[src/rtl/macc_sched_pkg.sv]
// rtl/macc_sched_pkg.sv - shared types and operand layout for the MACC request scheduler
package macc_sched_pkg;

  localparam int OPW    = 160;
  localparam int DW     = 32;
  // Operand bundle is {i6,i4,i3,i2,i1}; the core has no i5 input
  localparam int I1_LSB = 0;
  localparam int I2_LSB = 32;
  localparam int I3_LSB = 64;
  localparam int I4_LSB = 96;
  localparam int I6_LSB = 128;

  typedef enum logic [1:0] {
    IDLE = 2'd0,
    RUN  = 2'd1,
    RESP = 2'd2
  } sched_state_e;

endpackage

[src/rtl/macc_rr_arb.sv]
// rtl/macc_rr_arb.sv - round-robin arbiter: first request at or after the pointer wins
module macc_rr_arb #(
  parameter int NREQ = 4,
  parameter int PW   = $clog2(NREQ)
) (
  input  logic [NREQ-1:0] i_req,
  input  logic [PW-1:0]   i_ptr,
  input  logic            i_en,
  output logic [NREQ-1:0] o_gnt,
  output logic [PW-1:0]   o_idx,
  output logic            o_any
);

  always_comb begin
    int w_j;
    w_j   = 0;
    o_gnt = '0;
    o_idx = '0;
    o_any = 1'b0;
    if (i_en) begin
      for (int i = 0; i < NREQ; i++) begin
        w_j = int'(i_ptr) + i;
        if (w_j >= NREQ) w_j = w_j - NREQ;
        if (!o_any && i_req[w_j]) begin
          o_any      = 1'b1;
          o_gnt[w_j] = 1'b1;
          o_idx      = PW'(w_j);
        end
      end
    end
  end

endmodule

[src/rtl/macc_req_scheduler.sv]
// rtl/macc_req_scheduler.sv - shares one hls_macc core among NREQ requesters
// Optional watchdog enabled by MACC_SCHED_TIMEOUT_EN.
module macc_req_scheduler
  import macc_sched_pkg::*;
#(
  parameter int NREQ    = 4,
  parameter int IDW     = 4,
  parameter int TIMEOUT = 64
) (
  input  logic                ap_clk,
  input  logic                ap_rst_n,
  input  logic [NREQ-1:0]     req_valid,
  output logic [NREQ-1:0]     req_ready,
  input  logic [NREQ*OPW-1:0] req_ops,
  output logic                core_start,
  input  logic                core_done,
  input  logic                core_idle,
  output logic [OPW-1:0]      core_ops,
  input  logic [DW-1:0]       core_o1,
  input  logic [DW-1:0]       core_o2,
  input  logic [DW-1:0]       core_ret,
  input  logic                core_o1_vld,
  input  logic                core_o2_vld,
  input  logic                core_ret_vld,
  output logic                rsp_valid,
  input  logic                rsp_ready,
  output logic [IDW-1:0]      rsp_id,
  output logic [DW-1:0]       rsp_o1,
  output logic [DW-1:0]       rsp_o2,
  output logic [DW-1:0]       rsp_ret,
  output logic                rsp_err,
`ifdef MACC_SCHED_TIMEOUT_EN
  output logic                timeout_pulse,
`endif
  output logic                busy
);

  localparam int PW = $clog2(NREQ);

  sched_state_e    r_state;
  sched_state_e    w_state_nxt;
  logic [PW-1:0]   r_rr_ptr;
  logic [OPW-1:0]  r_core_ops;
  logic [IDW-1:0]  r_rsp_id;
  logic [DW-1:0]   r_rsp_o1;
  logic [DW-1:0]   r_rsp_o2;
  logic [DW-1:0]   r_rsp_ret;
  logic            r_rsp_err;
  logic            w_arb_en;
  logic [NREQ-1:0] w_gnt;
  logic [PW-1:0]   w_gnt_idx;
  logic            w_gnt_any;
  logic            w_grant_take;
  logic            w_timeout;

  // Reset gates the arbiter so req_ready stays low while ap_rst_n is held
  assign w_arb_en     = (r_state == IDLE) && core_idle && ap_rst_n;
  assign w_grant_take = (r_state == IDLE) && w_gnt_any;

  macc_rr_arb #(
    .NREQ (NREQ),
    .PW   (PW)
  ) u_arb (
    .i_req (req_valid),
    .i_ptr (r_rr_ptr),
    .i_en  (w_arb_en),
    .o_gnt (w_gnt),
    .o_idx (w_gnt_idx),
    .o_any (w_gnt_any)
  );

`ifdef MACC_SCHED_TIMEOUT_EN
  localparam int TCW = $clog2(TIMEOUT + 1);
  logic [TCW-1:0] r_tcnt;
  logic           r_timeout_pulse;

  assign w_timeout     = (r_state == RUN) && !core_done && (r_tcnt == TCW'(TIMEOUT - 1));
  assign timeout_pulse = r_timeout_pulse;

  always_ff @(posedge ap_clk or negedge ap_rst_n) begin
    if (!ap_rst_n) begin
      r_tcnt          <= '0;
      r_timeout_pulse <= 1'b0;
    end else begin
      r_timeout_pulse <= w_timeout;
      if (w_grant_take) begin
        r_tcnt <= '0;
      end else if (r_state == RUN) begin
        r_tcnt <= r_tcnt + 1'b1;
      end
    end
  end
`else
  logic w_unused_timeout;
  assign w_unused_timeout = (TIMEOUT == 0);
  assign w_timeout        = 1'b0;
`endif

  always_ff @(posedge ap_clk or negedge ap_rst_n) begin
    if (!ap_rst_n) begin
      r_state <= IDLE;
    end else begin
      r_state <= w_state_nxt;
    end
  end

  always_comb begin
    w_state_nxt = r_state;
    case (r_state)
      IDLE: if (w_gnt_any) w_state_nxt = RUN;
      RUN:  if (core_done || w_timeout) w_state_nxt = RESP;
      RESP: if (rsp_ready) w_state_nxt = IDLE;
      default: w_state_nxt = IDLE;
    endcase
  end

  always_ff @(posedge ap_clk or negedge ap_rst_n) begin
    if (!ap_rst_n) begin
      r_rr_ptr   <= '0;
      r_core_ops <= '0;
      r_rsp_id   <= '0;
      r_rsp_o1   <= '0;
      r_rsp_o2   <= '0;
      r_rsp_ret  <= '0;
      r_rsp_err  <= 1'b0;
    end else begin
      if (w_grant_take) begin
        r_core_ops <= req_ops[int'(w_gnt_idx)*OPW +: OPW];
        r_rsp_id   <= IDW'(w_gnt_idx);
        r_rr_ptr   <= (w_gnt_idx == PW'(NREQ - 1)) ? '0 : w_gnt_idx + PW'(1);
      end
      if (r_state == RUN && core_done) begin
        r_rsp_o1  <= core_o1;
        r_rsp_o2  <= core_o2;
        r_rsp_ret <= core_ret;
        r_rsp_err <= ~(core_o1_vld & core_o2_vld & core_ret_vld);
      end else if (w_timeout) begin
        r_rsp_o1  <= '0;
        r_rsp_o2  <= '0;
        r_rsp_ret <= '0;
        r_rsp_err <= 1'b1;
      end
    end
  end

  assign req_ready  = w_gnt;
  assign core_start = (r_state == RUN);
  assign rsp_valid  = (r_state == RESP);
  assign busy       = (r_state != IDLE);
  assign core_ops   = r_core_ops;
  assign rsp_id     = r_rsp_id;
  assign rsp_o1     = r_rsp_o1;
  assign rsp_o2     = r_rsp_o2;
  assign rsp_ret    = r_rsp_ret;
  assign rsp_err    = r_rsp_err;

endmodule
[config.mk]
export PLATFORM = sky130hd
export DESIGN_NAME = macc_req_scheduler
export DESIGN_NICKNAME = d
export VERILOG_FILES = /design/src/rtl/macc_sched_pkg.sv /design/src/rtl/macc_rr_arb.sv /design/src/rtl/macc_req_scheduler.sv
export SDC_FILE = /design/constraint.sdc
export NUM_CORES = 1
export LEC_CHECK = 0
export BUFFER_PORTS_ARGS = -buffer_cell sky130_fd_sc_hd__buf_2
export CAP_MARGIN = 20
export CELL_PAD_IN_SITES_DETAIL_PLACEMENT = 0
export CELL_PAD_IN_SITES_GLOBAL_PLACEMENT = 2
export CORE_AREA = 2 2 390 392
export CTS_CLUSTER_SIZE = 24
export DETAILED_ROUTE_END_ITERATION = 10
export DIE_AREA = 0 0 392 394
export PLACE_DENSITY_LB_ADDON = 0.3
export SYNTH_ARGS = -nofsm -noshare
export SYNTH_HDL_FRONTEND = slang
export SYNTH_SLANG_ARGS = --single-unit
[constraint.sdc]
create_clock -name ap_clk -period 2.8 [get_ports ap_clk]
set_clock_uncertainty 0.1 [all_clocks]
set_input_delay 0.28 -clock ap_clk [delete_from_list [all_inputs] [get_ports ap_clk]]
set_output_delay 0.28 -clock ap_clk [all_outputs]
set_load 0.02 [all_outputs]
==> run metrics <==
status finished with violations; failing checks negative setup slack; Adder-Cell Fraction of Synth Area 0.00344; Max-Cap Viols 0; CTS tree done; io pins 1016; Finished Layout Cells 5164; CTS Root Cell clkbuf_16; Vias/cell 3.59; Num CTS Buffers 41; final hold viol count 0; crit-path most repeated cell nor2_1; Critical Path Slowest Stage Cell mux4_2; die area 0.154 mm2; Slew HR 0.397; Area contributors post-synth dfrtp_1, mux2i_1, mux2_2; Synth Area in Compound Gates 0.193; wire length per cell 20.7 um; Worst-Skew Late Latency 0.61 ns; overall power 30.2 mW; Yosys warnings 0; Worst EP required 2.42 ns; Yosys reg bits 263; IO Port Bufs 1013; total core area 0.151 mm2; Final nets 3842; initial antenna violation count 35; H-tree depth 2; Power per Cell Area 867 mW/mm2; area of placed instances 0.0231 mm2; type of origin of the critical path flip-flop; Initial Utilization 0.0965; Slew Viols, Final 0; filler cell count 16370; synth unique cells 46; first-pass detailed-route iteration total 7; worst setup margin -0.268 ns; first-pass GRT wire length 147 mm; EDFF count, synth 0; Tcrit/Tclk final 1.10; CP endpoint kind output port; Gate Count Post-Synth 1225; Hold WC Path Type in -> reg; Routed WL 107 mm; Fmax achieved 326 MHz; Post-Synth XOR/XNOR Area 0.00172; final antenna-violating net count 0; row count 143; Setup Viol. Count Final 148; crit path max fanout 4; sequential-to-total area share from yosys stat 0.452; global route overflow 0; Sequential cell area 0.00658 mm2; Placed Instances 4300; GRT Overall Usage 0.132; share of flip-flops with an asynchronous set or reset 1.00; leak pwr 15.8 nW; Clock transition at path regs 0.05 ns; final instance area 0.0349 mm2; RSZ-0062 raised after global routing yes; largest net degree at the start of global routing 112; Multi-input gate area 0.00895 mm2; Remaining DRCs 0; CP peak stage delay 0.56 ns; mux cell area share after synthesis 0.235; Bufs and invs on worst path 3; crit path kind reg -> out; clock sinks 263; post-detail-place hpwl 79.8 mm; WP data arrival 2.69 ns; vias in the first global route 20416; Least-Margin Pin Slew 0.904 ns; share of cells above drive strength 1 0.539; Avg Inst Size Synth 11.9 um2; routability cong. 0.894; Peak VDD IR 0.000495 V; vias 18544; combinational family with the most area after synthesis multiplexers; Final Critical Period 3.07 ns; crit path cell chain inv_6 -> ha_4 -> mux4_2 -> nor2b_4 -> buf_6 -> a22oi_2 -> nor2_1 -> a221oi_2 -> nor2_1 -> buf_4; Cell Area, Synth 0.0145 mm2; share of the synthesized area in the top cell type 0.452; crit-path leading delay family multiplexers; post-synthesis simple-gate area fraction 0.0605; DIE HEIGHT 394 um; die width 392 um; prevailing post-synth register cell dfrtp_1; Initial DRC Count 772; Layout area overhead 140%; largest area contributor in the netlist dfrtp_1; Max Root-Sink Buffers 3
[path summary, 6_finish.rpt]
path | from | to | slack (ns) | cells past startpoint
max | r_rr_ptr[0] | req_ready[2] | -0.27 | 10
min | req_ops[157] | core_ops[157] | 0.04 | 3
max reg2reg | r_rr_ptr[0] | core_ops[37] | -0.27 | 15
min reg2reg | rsp_id[0] | rsp_id[0] | 0.36 | 2
max in group asynchronous | ap_rst_n | rsp_ret[25] | 0.89 | 4
min in group asynchronous | ap_rst_n | rsp_id[0] | 0.28 | 3
[cell families after synthesis]
kind of cell               after synthesis
DFF                                    263
adders and majority gates                4
other                                    1
muxes                                  324
xor gates and xnor gates                 2
AOI/OAI and AO/OA                      288
buffers and inverters                  136
and+or+nand+nor                        207
[worst register-to-register path, cell delays in order (launching register included)]
cell and delay, ns:
dfrtp_2 0.40, inv_6 0.04, ha_4 0.26, mux4_2 0.56, nor2b_4 0.16, buf_6 0.11, o211a_4 0.19, nor2_8 0.05
buf_12 0.14, buf_16 0.16, buf_12 0.17, buf_16 0.15, buf_12 0.14, buf_6 0.11, a211oi_2 0.13, nor3_1 0.06
[report_power, final]
group / internal, mW / switching, mW / leakage, nW / total (mW)
registers: 5.70 / 1.17 / 3.08 / 6.87
logic: 8.10 / 9.93 / 12.1 / 18.0
clock network: 3.07 / 2.25 / 0.661 / 5.31
[per-layer routing]
layer	routed length [um]	share of wire	vias up	track usage
met3	6550	0.061	166	0.0299
met4	3440	0.032	30	0.0445
met1	42100	0.39	9152	0.151
met2	54600	0.51	672	0.238
met5	209	0.0020	-	0
li1	-	-	8524	-
[synthesized netlist by cell type (2+ instances only)]
cell type,number
nand2_1,86
buf_1,3
buf_2,23
or2_2,2
buf_12,6
a21oi_1,4
nor4_1,10
nand2b_1,4
nor2_1,86
a221oi_2,71
buf_6,16
o221ai_1,78
nor3_1,12
a22oi_1,4
a21o_1,4
mux2_2,96
dfrtp_1,263
buf_4,9
clkbuf_1,65
mux2i_1,224
o21ai_0,6
mux4_2,4
o211ai_1,79
a211oi_1,18
a221oi_1,6
o21a_1,2
ha_1,4
inv_1,14
o32ai_1,9
[cell usage in the layout (no fill, tap or decap), types with 6 or more instances in the layout]
master	Yosys	final
mux2i_2	0	54
buf_4	9	82
dlygate4sd3_1	0	709
nor2_1	86	85
nor4_1	10	6
o221ai_4	0	33
buf_8	0	22
o211ai_1	79	79
buf_12	6	53
o221ai_2	0	41
a221oi_2	71	77
nor3_1	12	10
nand2_1	86	85
o21ai_0	6	6
mux2i_4	0	34
a211oi_1	18	9
o32ai_2	0	8
clkbuf_8	0	13
diode_2	0	16
inv_1	14	12
buf_16	0	19
buf_6	16	43
clkbuf_16	0	48
a211oi_2	0	6
buf_2	23	1008
clkbuf_1	65	8
dfrtp_1	263	262
mux2_2	96	96
mux2i_1	224	136
[state kept, by name (all words and copies together), names as in the netlist]
register  cells
core_ops    160
rsp_o1       32
rsp_o2       32
rsp_ret      32
r_rr_ptr      2
r_state       2
rsp_id        2
rsp_err       1
[layout make-up]
class | count | share of cell area
inverters | 14 | 0.00165
well taps | 2030 | 0.0729
multi-input cells | 827 | 0.257
flip-flops and latches | 263 | 0.189
diodes | 16 | 0.00115
clock buffers | 62 | 0.0354
clock inverters | 9 | 0.00345
repair buffers | 1943 | 0.440
[metrics by stage]
| stage | hold slack [ns] | util | setup slack (ns) | TNS, ns |
|---|---|---|---|---|
| after floorplan | -0.116 | - | -0.0666 | -9.59 |
| after detailed placement | -0.0280 | 0.153 | -0.235 | -12.75 |
| after CTS | 0.000427 | 0.226 | -0.354 | -25.03 |
| after global routing | -0.00643 | 0.231 | -0.435 | -34.72 |
| after global placement | -0.0272 | 0.153 | -0.253 | -14.03 |
| final | 0.0409 | 0.231 | -0.268 | -19.55 |
[timing repair]
| action | in CTS | in global routing |
|---|---|---|
| setup buffers | 49 | 28 |
| endpoints found under the setup margin | 149 | 165 |
| hold buffers | 708 | 1 |
| gates resized for setup | 307 | 152 |
| pin swaps | 66 | 108 |
| hold endpoints to repair | 351 | 1 |
| gates cloned | 20 | 7 |
Power figures use the tool's default switching activity.
